## src/rtl/rvv_inst_decode_buf_if.sv

```systemverilog
// rtl/rvv_inst_decode_buf_if.sv - issue and dispatch signal bundle for the RVV decode buffer
interface rvv_inst_decode_buf_if #(
  parameter int VLEN = 128,
  parameter int XLEN = 32
);
  localparam int VLW = $clog2(VLEN) + 1;

  logic            inst_valid_i;
  logic            inst_ready_o;
  logic [31:0]     inst_i;
  logic [XLEN-1:0] rs1_data_i;
  logic [XLEN-1:0] rs2_data_i;

  logic            dec_valid_o;
  logic            dec_ready_i;
  logic [6:0]      dec_inst_type_o;
  logic [2:0]      dec_alu_type_o;
  logic [7:0]      dec_alu_inst_o;
  logic [4:0]      dec_vd_o;
  logic [4:0]      dec_vs2_o;
  logic [4:0]      dec_vs1_o;
  logic            dec_vm_o;
  logic [1:0]      dec_lsu_mop_o;
  logic [4:0]      dec_lsu_umop_o;
  logic [2:0]      dec_lsu_nf_o;
  logic [2:0]      dec_lsu_width_o;
  logic [XLEN-1:0] dec_scalar_o;
  logic            dec_illegal_o;
  logic [31:0]     dec_vtype_o;
  logic [VLW-1:0]  dec_vl_o;

  modport slave (
    input  inst_valid_i, inst_i, rs1_data_i, rs2_data_i, dec_ready_i,
    output inst_ready_o, dec_valid_o, dec_inst_type_o, dec_alu_type_o, dec_alu_inst_o,
           dec_vd_o, dec_vs2_o, dec_vs1_o, dec_vm_o, dec_lsu_mop_o, dec_lsu_umop_o,
           dec_lsu_nf_o, dec_lsu_width_o, dec_scalar_o, dec_illegal_o, dec_vtype_o, dec_vl_o
  );

  modport master (
    output inst_valid_i, inst_i, rs1_data_i, rs2_data_i, dec_ready_i,
    input  inst_ready_o, dec_valid_o, dec_inst_type_o, dec_alu_type_o, dec_alu_inst_o,
           dec_vd_o, dec_vs2_o, dec_vs1_o, dec_vm_o, dec_lsu_mop_o, dec_lsu_umop_o,
           dec_lsu_nf_o, dec_lsu_width_o, dec_scalar_o, dec_illegal_o, dec_vtype_o, dec_vl_o
  );
endinterface

```

## src/rtl/rvv_inst_decode_buf.sv

```systemverilog
// rtl/rvv_inst_decode_buf.sv - RVV instruction decoder owning vtype/vl, with a 2-entry output buffer
// Macro RVV_DEC_VSETVL_EN enables vsetvl; when undefined vsetvl decodes as illegal.
module rvv_inst_decode_buf #(
  parameter int VLEN = 128,
  parameter int XLEN = 32
) (
  input  logic                 clk,
  input  logic                 rst_n,
  input  logic                 flush_i,
  rvv_inst_decode_buf_if.slave bus
);
  localparam int VLW = $clog2(VLEN) + 1;
  localparam logic [6:0]  OP_LD = 7'h07;
  localparam logic [6:0]  OP_ST = 7'h27;
  localparam logic [6:0]  OP_ALU = 7'h57;
  localparam logic [31:0] VILL_VTYPE = 32'h8000_0000;

  typedef struct packed {
    logic [31:0]     inst;
    logic [7:0]      alu_inst;
    logic [XLEN-1:0] scalar;
    logic            illegal;
    logic [31:0]     vtype;
    logic [VLW-1:0]  vl;
  } entry_t;

  entry_t          mem [2];
  entry_t          wr_entry;
  entry_t          head;
  logic            wr_ptr;
  logic            rd_ptr;
  logic [1:0]      count_q;
  logic [1:0]      count_next;
  logic            ready_q;
  logic [31:0]     vtype_q;
  logic [VLW-1:0]  vl_q;

  logic [31:0]     inst;
  logic [6:0]      opcode;
  logic [2:0]      funct3;
  logic            is_ld, is_st, is_alu, is_cfg;
  logic            is_vsetvli, is_vsetivli, is_vsetvl, is_vset;
  logic            illegal;
  logic [7:0]      alu_inst;
  logic [31:0]     req_vtype;
  logic [XLEN-1:0] avl;
  logic [XLEN-1:0] vlmax;
  logic [XLEN-1:0] vlmax_sew;
  logic [2:0]      vsew;
  logic [2:0]      vlmul;
  logic            vtype_ok;
  logic [31:0]     new_vtype;
  logic [VLW-1:0]  new_vl;
  logic            push;
  logic            pop;
  logic            unused_bits;

  assign inst   = bus.inst_i;
  assign opcode = inst[6:0];
  assign funct3 = inst[14:12];

  always_comb begin
    is_ld       = (opcode == OP_LD);
    is_st       = (opcode == OP_ST);
    is_alu      = (opcode == OP_ALU);
    is_cfg      = is_alu && (funct3 == 3'b111);
    is_vsetvli  = is_cfg && !inst[31];
    is_vsetivli = is_cfg && (inst[31:30] == 2'b11);
`ifdef RVV_DEC_VSETVL_EN
    is_vsetvl   = is_cfg && (inst[31:25] == 7'b1000000);
`else
    is_vsetvl   = 1'b0;
`endif
    is_vset     = is_vsetvli || is_vsetivli || is_vsetvl;

    illegal = 1'b0;
    if (!(is_ld || is_st || is_alu))
      illegal = 1'b1;
    if (is_alu && (funct3 == 3'b001 || funct3 == 3'b101))
      illegal = 1'b1;
    if ((is_ld || is_st) && !(funct3 == 3'b000 || funct3 == 3'b101 ||
                              funct3 == 3'b110 || funct3 == 3'b111))
      illegal = 1'b1;
    if ((is_ld || is_st) && inst[28])
      illegal = 1'b1;
    // Reserved OPCFG encodings (and vsetvl when disabled) fall out here.
    if (is_cfg && !is_vset)
      illegal = 1'b1;
    if (!is_vset && vtype_q[31])
      illegal = 1'b1;

    alu_inst = 8'hFF;
    if (is_alu) begin
      case (funct3)
        3'b000, 3'b011, 3'b100: alu_inst = {2'b00, inst[31:26]};
        3'b010, 3'b110:         alu_inst = {2'b01, inst[31:26]};
        default:                alu_inst = 8'hFF;
      endcase
    end
  end

  always_comb begin
    req_vtype = '0;
    avl       = '0;
    if (is_vsetivli) begin
      req_vtype = {22'b0, inst[29:20]};
      avl       = XLEN'(inst[19:15]);
    end else begin
      req_vtype = is_vsetvl ? 32'(bus.rs2_data_i) : {21'b0, inst[30:20]};
      if (inst[19:15] != 5'd0)
        avl = bus.rs1_data_i;
      else if (inst[11:7] != 5'd0)
        avl = '1;
      else
        avl = XLEN'(vl_q);
    end

    vsew      = req_vtype[5:3];
    vlmul     = req_vtype[2:0];
    vtype_ok  = (req_vtype[30:8] == 23'd0) && (vsew <= 3'd2);
    vlmax_sew = XLEN'(VLEN / 8) >> vsew;
    vlmax     = '0;
    case (vlmul)
      3'b000:  vlmax = vlmax_sew;
      3'b001:  vlmax = vlmax_sew << 1;
      3'b010:  vlmax = vlmax_sew << 2;
      3'b011:  vlmax = vlmax_sew << 3;
      3'b110: begin
        vlmax    = vlmax_sew >> 2;
        vtype_ok = vtype_ok && (vsew == 3'd0);
      end
      3'b111: begin
        vlmax    = vlmax_sew >> 1;
        vtype_ok = vtype_ok && (vsew <= 3'd1);
      end
      default: vtype_ok = 1'b0;
    endcase

    new_vtype = vtype_ok ? req_vtype : VILL_VTYPE;
    new_vl    = vtype_ok ? VLW'((avl < vlmax) ? avl : vlmax) : '0;
  end

  always_comb begin
    wr_entry          = '0;
    wr_entry.inst     = inst;
    wr_entry.alu_inst = alu_inst;
    wr_entry.scalar   = bus.rs1_data_i;
    wr_entry.illegal  = illegal;
    wr_entry.vtype    = (is_vset && !illegal) ? new_vtype : vtype_q;
    wr_entry.vl       = (is_vset && !illegal) ? new_vl : vl_q;
  end

  assign push       = bus.inst_valid_i && ready_q;
  assign pop        = (count_q != 2'd0) && bus.dec_ready_i;
  assign count_next = count_q + {1'b0, push} - {1'b0, pop};

  // Ready is a flop so dec_ready_i never reaches inst_ready_o combinationally.
  always_ff @(posedge clk or negedge rst_n) begin
    if (!rst_n) begin
      mem[0]  <= '0;
      mem[1]  <= '0;
      wr_ptr  <= 1'b0;
      rd_ptr  <= 1'b0;
      count_q <= 2'd0;
      ready_q <= 1'b1;
      vtype_q <= VILL_VTYPE;
      vl_q    <= '0;
    end else if (flush_i) begin
      wr_ptr  <= 1'b0;
      rd_ptr  <= 1'b0;
      count_q <= 2'd0;
      ready_q <= 1'b1;
    end else begin
      if (push) begin
        mem[wr_ptr] <= wr_entry;
        wr_ptr      <= ~wr_ptr;
      end
      if (pop)
        rd_ptr <= ~rd_ptr;
      count_q <= count_next;
      ready_q <= (count_next < 2'd2);
      if (push && is_vset && !illegal) begin
        vtype_q <= new_vtype;
        vl_q    <= new_vl;
      end
    end
  end

  assign head = mem[rd_ptr];

  assign bus.inst_ready_o    = ready_q;
  assign bus.dec_valid_o     = (count_q != 2'd0);
  assign bus.dec_inst_type_o = head.inst[6:0];
  assign bus.dec_alu_type_o  = head.inst[14:12];
  assign bus.dec_alu_inst_o  = head.alu_inst;
  assign bus.dec_vd_o        = head.inst[11:7];
  assign bus.dec_vs2_o       = head.inst[24:20];
  assign bus.dec_vs1_o       = head.inst[19:15];
  assign bus.dec_vm_o        = head.inst[25];
  assign bus.dec_lsu_mop_o   = head.inst[27:26];
  assign bus.dec_lsu_umop_o  = head.inst[24:20];
  assign bus.dec_lsu_nf_o    = head.inst[31:29];
  assign bus.dec_lsu_width_o = head.inst[14:12];
  assign bus.dec_scalar_o    = head.scalar;
  assign bus.dec_illegal_o   = head.illegal;
  assign bus.dec_vtype_o     = head.vtype;
  assign bus.dec_vl_o        = head.vl;

  assign unused_bits = ^{bus.rs2_data_i, head.inst[28]};
endmodule

```

## src/flat_wrapper.sv

```systemverilog
// flat-port wrapper written by rule: the top's interface ports become plain ports
module rvv_inst_decode_buf_flat 
#(
  parameter int VLEN = 128,
  parameter int XLEN = 32
)
  (clk, rst_n, flush_i, bus_inst_valid_i, bus_inst_i, bus_rs1_data_i, bus_rs2_data_i, bus_dec_ready_i, bus_inst_ready_o, bus_dec_valid_o, bus_dec_inst_type_o, bus_dec_alu_type_o, bus_dec_alu_inst_o, bus_dec_vd_o, bus_dec_vs2_o, bus_dec_vs1_o, bus_dec_vm_o, bus_dec_lsu_mop_o, bus_dec_lsu_umop_o, bus_dec_lsu_nf_o, bus_dec_lsu_width_o, bus_dec_scalar_o, bus_dec_illegal_o, bus_dec_vtype_o, bus_dec_vl_o);
  rvv_inst_decode_buf_if #(.VLEN(VLEN), .XLEN(XLEN)) bus_i ();
  input  logic clk;
  input  logic rst_n;
  input  logic flush_i;
  input wire logic [$bits(bus_i.inst_valid_i)-1:0] bus_inst_valid_i;
  input wire logic [$bits(bus_i.inst_i)-1:0] bus_inst_i;
  input wire logic [$bits(bus_i.rs1_data_i)-1:0] bus_rs1_data_i;
  input wire logic [$bits(bus_i.rs2_data_i)-1:0] bus_rs2_data_i;
  input wire logic [$bits(bus_i.dec_ready_i)-1:0] bus_dec_ready_i;
  output wire logic [$bits(bus_i.inst_ready_o)-1:0] bus_inst_ready_o;
  output wire logic [$bits(bus_i.dec_valid_o)-1:0] bus_dec_valid_o;
  output wire logic [$bits(bus_i.dec_inst_type_o)-1:0] bus_dec_inst_type_o;
  output wire logic [$bits(bus_i.dec_alu_type_o)-1:0] bus_dec_alu_type_o;
  output wire logic [$bits(bus_i.dec_alu_inst_o)-1:0] bus_dec_alu_inst_o;
  output wire logic [$bits(bus_i.dec_vd_o)-1:0] bus_dec_vd_o;
  output wire logic [$bits(bus_i.dec_vs2_o)-1:0] bus_dec_vs2_o;
  output wire logic [$bits(bus_i.dec_vs1_o)-1:0] bus_dec_vs1_o;
  output wire logic [$bits(bus_i.dec_vm_o)-1:0] bus_dec_vm_o;
  output wire logic [$bits(bus_i.dec_lsu_mop_o)-1:0] bus_dec_lsu_mop_o;
  output wire logic [$bits(bus_i.dec_lsu_umop_o)-1:0] bus_dec_lsu_umop_o;
  output wire logic [$bits(bus_i.dec_lsu_nf_o)-1:0] bus_dec_lsu_nf_o;
  output wire logic [$bits(bus_i.dec_lsu_width_o)-1:0] bus_dec_lsu_width_o;
  output wire logic [$bits(bus_i.dec_scalar_o)-1:0] bus_dec_scalar_o;
  output wire logic [$bits(bus_i.dec_illegal_o)-1:0] bus_dec_illegal_o;
  output wire logic [$bits(bus_i.dec_vtype_o)-1:0] bus_dec_vtype_o;
  output wire logic [$bits(bus_i.dec_vl_o)-1:0] bus_dec_vl_o;
  assign bus_i.inst_valid_i = bus_inst_valid_i;
  assign bus_i.inst_i = bus_inst_i;
  assign bus_i.rs1_data_i = bus_rs1_data_i;
  assign bus_i.rs2_data_i = bus_rs2_data_i;
  assign bus_i.dec_ready_i = bus_dec_ready_i;
  assign bus_inst_ready_o = bus_i.inst_ready_o;
  assign bus_dec_valid_o = bus_i.dec_valid_o;
  assign bus_dec_inst_type_o = bus_i.dec_inst_type_o;
  assign bus_dec_alu_type_o = bus_i.dec_alu_type_o;
  assign bus_dec_alu_inst_o = bus_i.dec_alu_inst_o;
  assign bus_dec_vd_o = bus_i.dec_vd_o;
  assign bus_dec_vs2_o = bus_i.dec_vs2_o;
  assign bus_dec_vs1_o = bus_i.dec_vs1_o;
  assign bus_dec_vm_o = bus_i.dec_vm_o;
  assign bus_dec_lsu_mop_o = bus_i.dec_lsu_mop_o;
  assign bus_dec_lsu_umop_o = bus_i.dec_lsu_umop_o;
  assign bus_dec_lsu_nf_o = bus_i.dec_lsu_nf_o;
  assign bus_dec_lsu_width_o = bus_i.dec_lsu_width_o;
  assign bus_dec_scalar_o = bus_i.dec_scalar_o;
  assign bus_dec_illegal_o = bus_i.dec_illegal_o;
  assign bus_dec_vtype_o = bus_i.dec_vtype_o;
  assign bus_dec_vl_o = bus_i.dec_vl_o;
  rvv_inst_decode_buf #(.VLEN(VLEN), .XLEN(XLEN)) u_core (.clk(clk), .rst_n(rst_n), .flush_i(flush_i), .bus(bus_i));
endmodule
```

## config.mk

```make
export PLATFORM = sky130hd
export DESIGN_NAME = rvv_inst_decode_buf_flat
export DESIGN_NICKNAME = d
export VERILOG_FILES = /design/src/rtl/rvv_inst_decode_buf_if.sv /design/src/rtl/rvv_inst_decode_buf.sv /design/src/flat_wrapper.sv
export SDC_FILE = /design/constraint.sdc
export NUM_CORES = 1
export LEC_CHECK = 0
export ABC_AREA = 1
export BUFFER_PORTS_ARGS = -buffer_cell sky130_fd_sc_hd__clkbuf_2
export CORE_ASPECT_RATIO = 1.4
export CORE_MARGIN = 3
export CORE_UTILIZATION = 40
export DETAILED_ROUTE_END_ITERATION = 10
export GPL_TIMING_DRIVEN = 0
export PLACE_DENSITY_LB_ADDON = 0.08
export SLEW_MARGIN = 10
export SYNTH_ARGS = -nofsm -noshare
export SYNTH_HDL_FRONTEND = slang
export SYNTH_SLANG_ARGS = --single-unit
```

## constraint.sdc

```tcl
create_clock -name clk -period 5.51 [get_ports clk]
set_clock_uncertainty 0.2 [all_clocks]
set_input_delay 0.8265 -clock clk [delete_from_list [all_inputs] [get_ports clk]]
set_output_delay 0.8265 -clock clk [all_outputs]
set_load 0.05 [all_outputs]
```

==> metrics.md, run 1 <==
| Metric | Value |
|---|---|
| Sequential fraction of the synthesis area | 50.0% |
| Pint | 3.72 mW |
| Status | finished, final reports clean |
| WL final | 31.5 mm |
| Placed cells | 1842 |
| Clock buffer depth | 3 |
| Die ar. | 28200 µm² |
| Flop pwr share | 33.5% |
| CTS H-Tree Depth | 1 |
| Die Y | between 150 and 200 µm |
| Post-route met1 wirelength | 13.3 mm |
| Crit-path cells | inv_1 -> clkbuf_1 -> clkbuf_1 -> nand2_1 -> nand2_1 -> clkbuf_2 |
| # port buffers | 170 |
| Register area | between 5000 and 6000 µm² |
| HP Class | input pin to asynchronous set/reset pin |
| Number of setup buffers added after CTS | 0 |
| Synth Area in Simple Gates | between 20% and 30% |
| Avg WL per Cell | 16.7 µm |
| Share of cells above drive strength 1 | 20.8% |
| Data required time of the worst path | 4480 ps |
| # IOs | around 220 |
| Nets | 1658 |
| Net switching power | around 3.2 mW |
| Grt total ovfl | 0 |
| Final Cycle Share | 70.5% |
| Min Clock Period, post-route | slightly below 4000 ps |
| Cell Pwr Density | approximately 550 nW/µm² |
| Prevailing post-synth register cell | dfrtp_1 |
| Hpwl dp | 23.9 mm |
| Detail Route met2 WL | 15.9 mm |
| DRT iter0 DRCs | about 560 |
| Largest net degree at the start of global routing | 73 |
| Final hold violations | 0 |
| Fillers | 2591 |
| Maxcap violations | 0 |
| Clock transition at path regs | 60 ps |
| Root buf cell | clkbuf_16 |
| Core Box Area | ~26000 µm² |
| CP top delay family | buffers and inverters |
| Number of library cell types mapped by synthesis | between 40 and 50 |
| Vias per Instance | about 4.9 |
| Worst slew margin | about 39% |
| Clk pwr share | a little under a quarter |
| Arrival time worst endpoint | 2860 ps |
| Number of hold buffers added after CTS | 0 |
| RSZ-0062 raised after global routing | false |
| Vias in the first global route | a little over 9k |
| Peak Freq | between 0.2 and 0.3 GHz |
| Yosys Warn Count | 0 |
| Initial antenna violation count | 0 |
| Combined area of the multi-input logic cells | 4340 µm² |
| Syn_area_per_cell | 7.86 µm² |
| Max layer used | met4 |
| CTS Buf Count | 23 |
| Comb pwr share | 43.8% |
| Area of placed instances | 11800 µm² |
| DRC Markers | 0 |
| Post-cts sizing count | 0 |
| Gr usage total | a little under a quarter |
| Met3 Wirelength | 1.45 mm |
| CTS tree | built |
| Placer Congestion | 0.908 |
| Worst skew pair latency | 510 ps |
| Initial Util | 40.9% |
| Area growth from synthesis to final layout | 20.7% |
| Global-route wire length before repair | 50.3 mm |
| Routed Antenna Nets | 0 |
| Non-filler cells, final | approximately 1.9k |
| Worst hold margin | 118 ps |
| Via count | 9225 |
| Main combinational cell family by area after synthesis | simple AND/OR/NAND/NOR gates |
| First drt pass iteration count | 5 |
| Mux cell area share after synthesis | less than 1% |
| Pre-CTS setup slack | 1620 ps |
| Die width | 143 µm |
| Net Sw Frac | 46.4% |
| Synth Area in Adders | 1.08% |
| Mapped Area | 10500 µm² |
| Yosys reg bits | approximately 210 |
| Least-Margin Pin Slew | 911 ps |
| Crit path launch type | flop |
| Static Leak | approximately 6.7 nW |
| Crit path buf inv count | 4 |
| # clock sinks | 209 |
| Max-slew violation count | 0 |
| Slowest cell on the critical path | clkbuf_1 |
| Asr flop ratio synth | 100% |
| Pwr Total | 6.94 mW |
| Synth Area in Compound Gates | 11.8% |
| Design area | roughly 13000 µm² |
| Cells after Synth | 1332 |
| Post-synth EDFFs | 0 |
| Site row count | 69 |
| Max rail drop VDD | 0.000307 V |
| CP peak stage delay | 680 ps |
| Endpoint type of the worst setup path | output port |
| Final setup viols | 0 |
| Crit-path max FO | 10 |
| Final WS setup | 1630 ps |
| Ant diodes | 0 |
| WS Path Type | flop to output port |
| Xor/xnor share of the synthesized area | 0.0837% |
[power groups by stage]
| stage | clock network, mW | logic, mW | registers [mW] |
|---|---|---|---|
| 6_report | 1.57 | 3.04 | 2.33 |
| 5_1_grt | 1.67 | 3.32 | 2.39 |
| 4_1_cts | 1.61 | 3.08 | 2.32 |
| 3_5_place_dp | 0 | 3.07 | 2.35 |
| 3_3_place_gp | 0 | 3.04 | 2.33 |
| 2_1_floorplan | 0 | 2.31 | 2.30 |
[cells by family (layout without fill, tap and decap cells)]
logic type	Yosys count	after routing
buffers and inverters	216	430
adder cells (fa/ha/maj)	9	9
flip-flops	209	209
XOR/XNOR	1	1
other	1	20
multiplexers	4	4
AND/OR/NAND/NOR	666	666
AO/OA/AOI/OAI	226	226
[Yosys cell counts, types with 3 or more instances]
cell        n  area share (%)
mux2i_1     4            0.38
nor3_1      8            0.38
o21ai_1     7            0.33
nor2_2      4            0.24
a21oi_1    15            0.72
buf_6       4            0.43
nand3_1    29             1.4
inv_2       9            0.32
nand2_1   524              19
or2_2       6            0.36
nand2_2    19             1.1
o21ai_0   173             8.3
nor2_4      5            0.54
ha_1        9             1.1
clkbuf_1   55             2.0
o22ai_1     9            0.54
nor2_1     37             1.3
nand4_1     6            0.36
nand3_2    20             1.9
inv_1     116             4.2
o21ai_2     5            0.42
a221oi_1    3            0.25
dfrtp_1   207              50
buf_4      28             2.0
[through the flow]
stage	util (%)	setup TNS, ps
final	49.4	0
after global routing	49.4	0
after CTS	49.4	0
after detailed placement	46.4	0
after global placement	46.1	-174380
after floorplan	-	0
[worst reg2reg max path, delay by kind of cell, from the launching register on]
kind	cells	cell delay, ps
and+or+nand+nor	4	1020
buffers and inverters	4	1160
AOI/OAI and AO/OA	1	90
DFF	1	530
[state kept, by name (all words and copies together) (netlist names)]
register / cells
u_core.mem: 184
u_core.vtype_q: 12
u_core.vl_q: 8
u_core.count_q: 2
u_core.bus.inst_ready_o: 1
u_core.rd_ptr: 1
u_core.wr_ptr: 1
[worst paths after layout]
path	startpoint	end	slack, ps	depth (start not counted)
min in group clk	u_core.vtype_q[10]	u_core.vtype_q[10]	270	2
worst max-delay path	u_core.rd_ptr	bus_dec_vtype_o[0]	1630	6
worst max register to register	u_core.bus.inst_ready_o	u_core.mem[122]	2400	9
worst min register to register	u_core.vtype_q[10]	u_core.vtype_q[10]	270	2
max in group asynchronous	rst_n	u_core.mem[40]	3870	3
worst min-delay path	rst_n	u_core.mem[164]	120	1
[cells in the final DEF, fill, tap and decap left out, types with 3 or more instances in the layout]
master,instances
conb_1,20
nand3_1,29
a221oi_1,3
clkbuf_1,60
mux2i_1,4
clkbuf_2,169
or2_2,6
nand4_1,6
clkbuf_16,23
a21oi_1,15
nor2_4,5
nand2_1,524
buf_6,4
o21ai_0,173
o21ai_2,5
clkbuf_8,10
inv_2,9
buf_4,28
dfrtp_1,207
nand3_2,20
o21ai_1,7
ha_1,9
nor3_1,8
o22ai_1,9
inv_1,116
nand2_2,19
nor2_1,37
nor2_2,4
clkinv_2,3
[cell type report]
class	count	area share (%)
clock buffers	37	5.69
flip-flops and latches	209	41.4
clock inverters	5	0.476
well taps	319	3.16
repair buffers	172	7.24
inverters	126	3.76
plain buffers	90	3.89
multi-input cells	926	34.3
[metal layers]
metal	vias up	GRT usage, %
met5	-	0
met4	0	6.52
met3	48	2.93
met2	239	39.3
met1	4338	29.3
li1	4600	-
Power figures use the tool's default switching activity.
==> run 2, diff against run 1 <==
clock period = 3.6 ns   (was 5.51 ns; I/O delays follow)
==> metrics.md, run 2 (synthesis results as in run 1) <==
| Metric | Value |
|---|---|
| RSZ-0062 raised after global routing | false (unchanged) |
| Final hold violations | 0 (unchanged) |
| Status | finished, final reports clean (unchanged) |
| Share of cells above drive strength 1 | 20.8% (about the same) |
| Final setup TNS | 0 ps (unchanged) |
| Endpoint type of the worst setup path | output port (unchanged) |
| Ant diodes | 0 (unchanged) |
| Most frequent cells in the layout | nand2_1 (524), dfrtp_1 (207), o21ai_0 (173), clkbuf_2 (170), inv_1 (116) (was nand2_1 (524), dfrtp_1 (207), o21ai_0 (173), clkbuf_2 (169), inv_1 (116)) |
| Initial antenna violation count | 0 (unchanged) |
| Clock transition at path regs | 60 ps (about the same) |
| CTS tree | built (unchanged) |
| R2r setup slk | 500 ps (was 2400 ps) |
| Data required time of the worst path | 2860 ps (was 4480 ps) |
| Nets | 1658 (unchanged) |
| Crit-path max FO | 11 (was 10) |
| Least-Margin Pin Slew | 731 ps (was 911 ps) |
| Vias in the first global route | 9188 (was 9182) |
| Crit path launch type | flop (unchanged) |
| Max rail drop VDD | 0.000472 V (was 0.000307 V) |
| Global-route wire length before repair | 50.3 mm (about the same) |
| Die Y | 197 µm (unchanged) |
| Biggest register | u_core.mem (unchanged) |
| HP Class | input pin to flop (was input pin to asynchronous set/reset pin) |
| Die ar. | 28200 µm² (unchanged) |
| Site row count | 69 (unchanged) |
| WS Path Type | flop to output port (unchanged) |
| Slowest cell on the critical path | inv_1 (was clkbuf_1) |
| Maxcap violations | 0 (unchanged) |
| Min Clock Period, post-route | 3330 ps |
| Vias per Instance | 4.91 (was 4.90) |
| Grt total ovfl | 0 (unchanged) |
| Initial Util | 40.9% (unchanged) |
| Area growth from synthesis to final layout | 20.7% (about the same) |
| Static Leak | 6.72 nW (was 6.71 nW) |
| CTS H-Tree Depth | 1 (unchanged) |
| Die width | 143 µm (unchanged) |
| Cell Pwr Density | 841 nW/µm² (was 549 nW/µm²) |
| Largest net degree at the start of global routing | 73 (unchanged) |
| Core Box Area | 25600 µm² (unchanged) |
| # port buffers | 170 (unchanged) |
| Final Cycle Share | 92.5% |
| Max-slew violation count | 0 (unchanged) |
| WL final | 31.5 mm (about the same) |
| Worst skew pair latency | 510 ps (about the same) |
| Final WS setup | 269 ps (was 1630 ps) |
| Pwr Total | 10.6 mW (was 6.94 mW) |
| Clock buffer depth | 3 (unchanged) |
| Most used cell, CP | nand2_1 |
| Crit-path cells | inv_1 -> clkbuf_1 -> nand2_1 -> nand2_1 -> buf_4 -> clkbuf_2 (was inv_1 -> clkbuf_1 -> clkbuf_1 -> nand2_1 -> nand2_1 -> clkbuf_2) |
| Avg WL per Cell | 16.7 µm (about the same) |
| Max reg flops | 184 (unchanged) |
| Worst slew margin | 51.1% (was 39.2%) |
| Via count | 9258 (was 9225) |
| Arrival time worst endpoint | 2590 ps (was 2860 ps) |
| Commonest non-fill, non-tap cell in the layout | nand2_1 (unchanged) |
| Root buf cell | clkbuf_16 (unchanged) |
| Placed cells | 1842 (unchanged) |
| Placer Congestion | 0.908 (unchanged) |
| Pre-CTS setup slack | -2.74 ps (was 1620 ps) |
| Finished Core Util | 49.4% (about the same) |
| CTS Buf Count | 23 (unchanged) |
| # IOs | 223 (unchanged) |
| Peak Freq | around 0.30 GHz |
| Final setup viols | 0 (unchanged) |
| DRT iter0 DRCs | 525 (was 563) |
| # clock sinks | 209 (unchanged) |
| Gr usage total | 22.5% (about the same) |
| Top Registers | u_core.mem x184, u_core.vtype_q x12, u_core.vl_q x8 (unchanged) |
| CP peak stage delay | 530 ps (was 680 ps) |
| Routed Antenna Nets | 0 (unchanged) |
| Non-filler cells, final | 1884 (unchanged) |
| Hpwl dp | 23.9 mm (unchanged) |
| First drt pass iteration count | 5 (unchanged) |
| Number of setup buffers added after CTS | 0 (unchanged) |
| DRC Markers | 0 (unchanged) |
-- run 2: path summary, 6_finish.rpt --
path	cells after the start	start	to
worst max-delay path	6	u_core.rd_ptr	bus_dec_vs2_o[0]
worst min-delay path	2	flush_i	u_core.count_q[0]
worst max register to register	9	u_core.bus.inst_ready_o	u_core.mem[122]
worst min register to register	2	u_core.vtype_q[9]	u_core.vtype_q[9]
max in group asynchronous	4	rst_n	u_core.mem[40]
min in group asynchronous	2	rst_n	u_core.mem[164]
-- run 2: layout make-up --
class                           instances  area (µm²)
Timing Repair Buffer                  173         925
Buffer                                 89         489
Sequential cell                       209        5230
Tap cell                              319         399
Multi-Input combinational cell        926        4340
Clock buffer                           37         718
Inverter                              126         474
Fill cell                            2591       12900
Clock inverter                          5        60.1
-- run 2: power breakdown --
part	switching, mW	leakage [nW]	internal [mW]
registers	0.399	2.59	3.16
logic	3.57	3.74	1.09
clock network	0.971	0.387	1.44
-- run 2: repair_timing --
item / 4_1_cts / 5_1_grt
endpoints found under the hold margin: 65 / 0
setup endpoints to repair: 13 / 4
gates resized for setup: 0 / 2
hold buffers: 1 / 0
-- run 2: through the flow --
step	instance area [µm²]	hold WS (ps)
global route	12600	28.5
CTS	12600	17.5
finish	12600	32.2
global placement	11800	251
detailed placement	11800	253
floorplan	10500	44.4
-- run 2: routing by layer --
metal	vias to the layer above	share of wire (%)	GRT usage, %
met4	0	2.8	6.52
met5	-	0	0
met3	46	5.4	2.98
met1	4346	41	29.3
li1	4606	-	-
met2	260	50	39.3
-- run 2: critical path, delay by kind of cell (launching register included) --
family                 cells  cell delay (ps)
buffers and inverters      4             1420
DFF                        1              450
and+or+nand+nor            2              220
==> run 3, diff against run 2 <==
PLACE_DENSITY = 0.68   (was default)
PLACE_DENSITY_LB_ADDON = default   (was 0.08)
clock period = 3.68 ns   (was 3.6 ns; I/O delays follow)
==> metrics.md, run 3 (synthesis results as in run 1) <==
| Metric | Value |
|---|---|
| Status | finished, final reports clean (unchanged) |
| R2r setup slk | 790 ps (was 500 ps) |
| Final Cycle Share | 92.2% |
| Data required time of the worst path | 2930 ps (was 2860 ps) |
| Initial antenna violation count | 3 (was 0) |
| Crit path buf inv count | 4 (unchanged) |
| Combined area of the multi-input logic cells | 4340 µm² (unchanged) |
| Die width | 143 µm (unchanged) |
| Setup crit start | u_core.rd_ptr (unchanged) |
| FF-to-FF End | u_core.mem[121] (was u_core.mem[122]) |
| Crit path depth | 6 (unchanged) |
| Non-filler cells, final | 1877 (was 1884) |
| Worst r2r src | u_core.bus.inst_ready_o (unchanged) |
| # clock sinks | 209 (unchanged) |
| Slowest cell on the critical path | clkbuf_1 (was inv_1) |
| Gr usage total | 21.8% (was 22.5%) |
| Die Y | 197 µm (unchanged) |
| Via count | 9341 (was 9258) |
| Avg WL per Cell | 16.5 µm (was 16.7 µm) |
| Comb pwr share | 45.5% (was 43.8%) |
| Grt total ovfl | 0 (unchanged) |
| Register area | 5230 µm² (unchanged) |
| Worst skew pair latency | 510 ps (about the same) |
| Site row count | 69 (unchanged) |
| Static Leak | 6.62 nW (was 6.72 nW) |
| Crit-path max FO | 10 (was 11) |
| Finished Core Util | 48.8% (was 49.4%) |
| Die ar. | 28200 µm² (unchanged) |
| Clk pwr share | 19.8% (was 22.7%) |
| Max reg flops | 184 (unchanged) |
| Endpoint type of the worst setup path | output port (unchanged) |
| Root buf cell | clkbuf_16 (unchanged) |
| Max-slew violation count | 0 (unchanged) |
| # port buffers | 170 (unchanged) |
| Worst hold margin | 48.1 ps (was 32.2 ps) |
| HP Class | input pin to flop (unchanged) |
| CP peak stage delay | 570 ps (was 530 ps) |
| Post-cts sizing count | 0 (unchanged) |
| WL final | 31.0 mm (was 31.5 mm) |
| Min Clock Period, post-route | 3390 ps |
| Area of placed instances | 11800 µm² (unchanged) |
| DRC Markers | 0 (unchanged) |
| Critical Path End | bus_dec_lsu_width_o[0] (was bus_dec_vs2_o[0]) |
| Worst Reg2Reg Path Length in Cells | 9 (unchanged) |
| Crit-path cells | clkbuf_1 -> clkbuf_1 -> nand2_1 -> nand2_1 -> buf_4 -> clkbuf_2 (was inv_1 -> clkbuf_1 -> nand2_1 -> nand2_1 -> buf_4 -> clkbuf_2) |
| Final setup TNS | 0 ps (unchanged) |
| CP top delay family | buffers and inverters (unchanged) |
| Final hold violations | 0 (unchanged) |
| Clock transition at path regs | 60 ps (about the same) |
| Flop pwr share | 34.8% (was 33.5%) |
| Nets | 1656 (was 1658) |
| Peak Freq | about 0.3 GHz |
| Ant diodes | 0 (unchanged) |
| Crit path launch type | flop (unchanged) |
| Pwr Total | 10.1 mW (was 10.6 mW) |
| CTS Buf Count | 21 (was 23) |
| Pre-CTS setup slack | -25.4 ps (was -2.74 ps) |
| Net Sw Frac | 47.7% (was 46.5%) |
| Worst slew margin | 48.1% (was 51.1%) |
| Largest net degree at the start of global routing | 80 (was 73) |
| Placed cells | 1842 (unchanged) |
| Fillers | 2583 (was 2591) |
| First drt pass iteration count | 7 (was 5) |
| Max rail drop VDD | 0.000533 V (was 0.000472 V) |
| Final WS setup | 289 ps (was 269 ps) |
| Net switching power | 4.80 mW (was 4.93 mW) |
| Biggest register | u_core.mem (unchanged) |
| Clock buffer depth | 3 (unchanged) |
| Vias per Instance | 4.98 (was 4.91) |
| Maxcap violations | 0 (unchanged) |
| CTS H-Tree Depth | 1 (unchanged) |
| Cell Pwr Density | 806 nW/µm² (was 841 nW/µm²) |
| Final setup viols | 0 (unchanged) |
| Pint | 5.25 mW (was 5.69 mW) |
| Top Registers | u_core.mem x184, u_core.vtype_q x12, u_core.vl_q x8 (unchanged) |
| Global-route wire length before repair | 49.0 mm (was 50.3 mm) |
| CTS tree | built (unchanged) |
| Core Box Area | 25600 µm² (unchanged) |
| DRT iter0 DRCs | 589 (was 525) |
| Routed Antenna Nets | 0 (unchanged) |
| Least-Margin Pin Slew | 776 ps (was 731 ps) |
| WS Path Type | flop to output port (unchanged) |
| Arrival time worst endpoint | 2640 ps (was 2590 ps) |
| Area growth from synthesis to final layout | 19.1% (was 20.7%) |
| Most frequent cells in the layout | nand2_1 (524), dfrtp_1 (207), o21ai_0 (173), clkbuf_2 (169), inv_1 (116) (was nand2_1 (524), dfrtp_1 (207), o21ai_0 (173), clkbuf_2 (170), inv_1 (116)) |
| Placer Congestion | 0.874 (was 0.908) |
| RSZ-0062 raised after global routing | false (unchanged) |
| Hpwl dp | 23.6 mm (was 23.9 mm) |
| Share of cells above drive strength 1 | 20.2% (was 20.8%) |
| # IOs | 223 (unchanged) |
| Commonest non-fill, non-tap cell in the layout | nand2_1 (unchanged) |
| Initial Util | 40.9% (unchanged) |
| Design area | 12500 µm² (was 12600 µm²) |
| Vias in the first global route | 9143 (was 9188) |
## run 3: final cells by class
cell class / count / share of cell area (%)
Inverter: 126 / 3.80
Tap cell: 319 / 3.20
Clock inverter: 4 / 0.231
Buffer: 89 / 3.91
Multi-Input combinational cell: 926 / 34.8
Timing Repair Buffer: 173 / 7.42
Clock buffer: 31 / 4.68
Sequential cell: 209 / 42.0
## run 3: per-layer routing
metal | wire, µm | GRT usage, % | vias up
met1 | 12200 | 26.4 | 4427
li1 | - | - | 4583
met5 | 38 | 0 | -
met4 | 1200 | 7.47 | 6
met3 | 1660 | 3.46 | 65
met2 | 15900 | 39.2 | 260
## run 3: power by group through the flow
| stage | Clock, mW | Sequential, mW | Combinational (mW) |
|---|---|---|---|
| final | 1.99 | 3.50 | 4.57 |
| after global routing | 2.11 | 3.60 | 4.95 |
| after CTS | 2.02 | 3.48 | 4.62 |
| after detailed placement | 0 | 3.52 | 4.61 |
| after global placement | 0 | 3.49 | 4.54 |
| after floorplan | 0 | 3.44 | 3.46 |
## run 3: what timing repair did
action | 4_1_cts | 5_1_grt
endpoints found under the setup margin | 0 | 1
hold endpoints to repair | 61 | 0
hold buffers | 1 | 0
buffers inserted | 0 | 0
## run 3: worst min-delay path by stage
stage                      start                end  slack (ps)  cells after the start
2_1_floorplan              rst_n  u_core.count_q[0]          60                      0
3_3_place_gp   u_core.vtype_q[9]  u_core.vtype_q[9]         250                      2
4_1_cts                  flush_i  u_core.count_q[0]          40                      2
3_5_place_dp   u_core.vtype_q[8]  u_core.vtype_q[8]         250                      2
5_1_grt                  flush_i  u_core.count_q[0]          50                      2
6_report                 flush_i  u_core.count_q[0]          50                      2
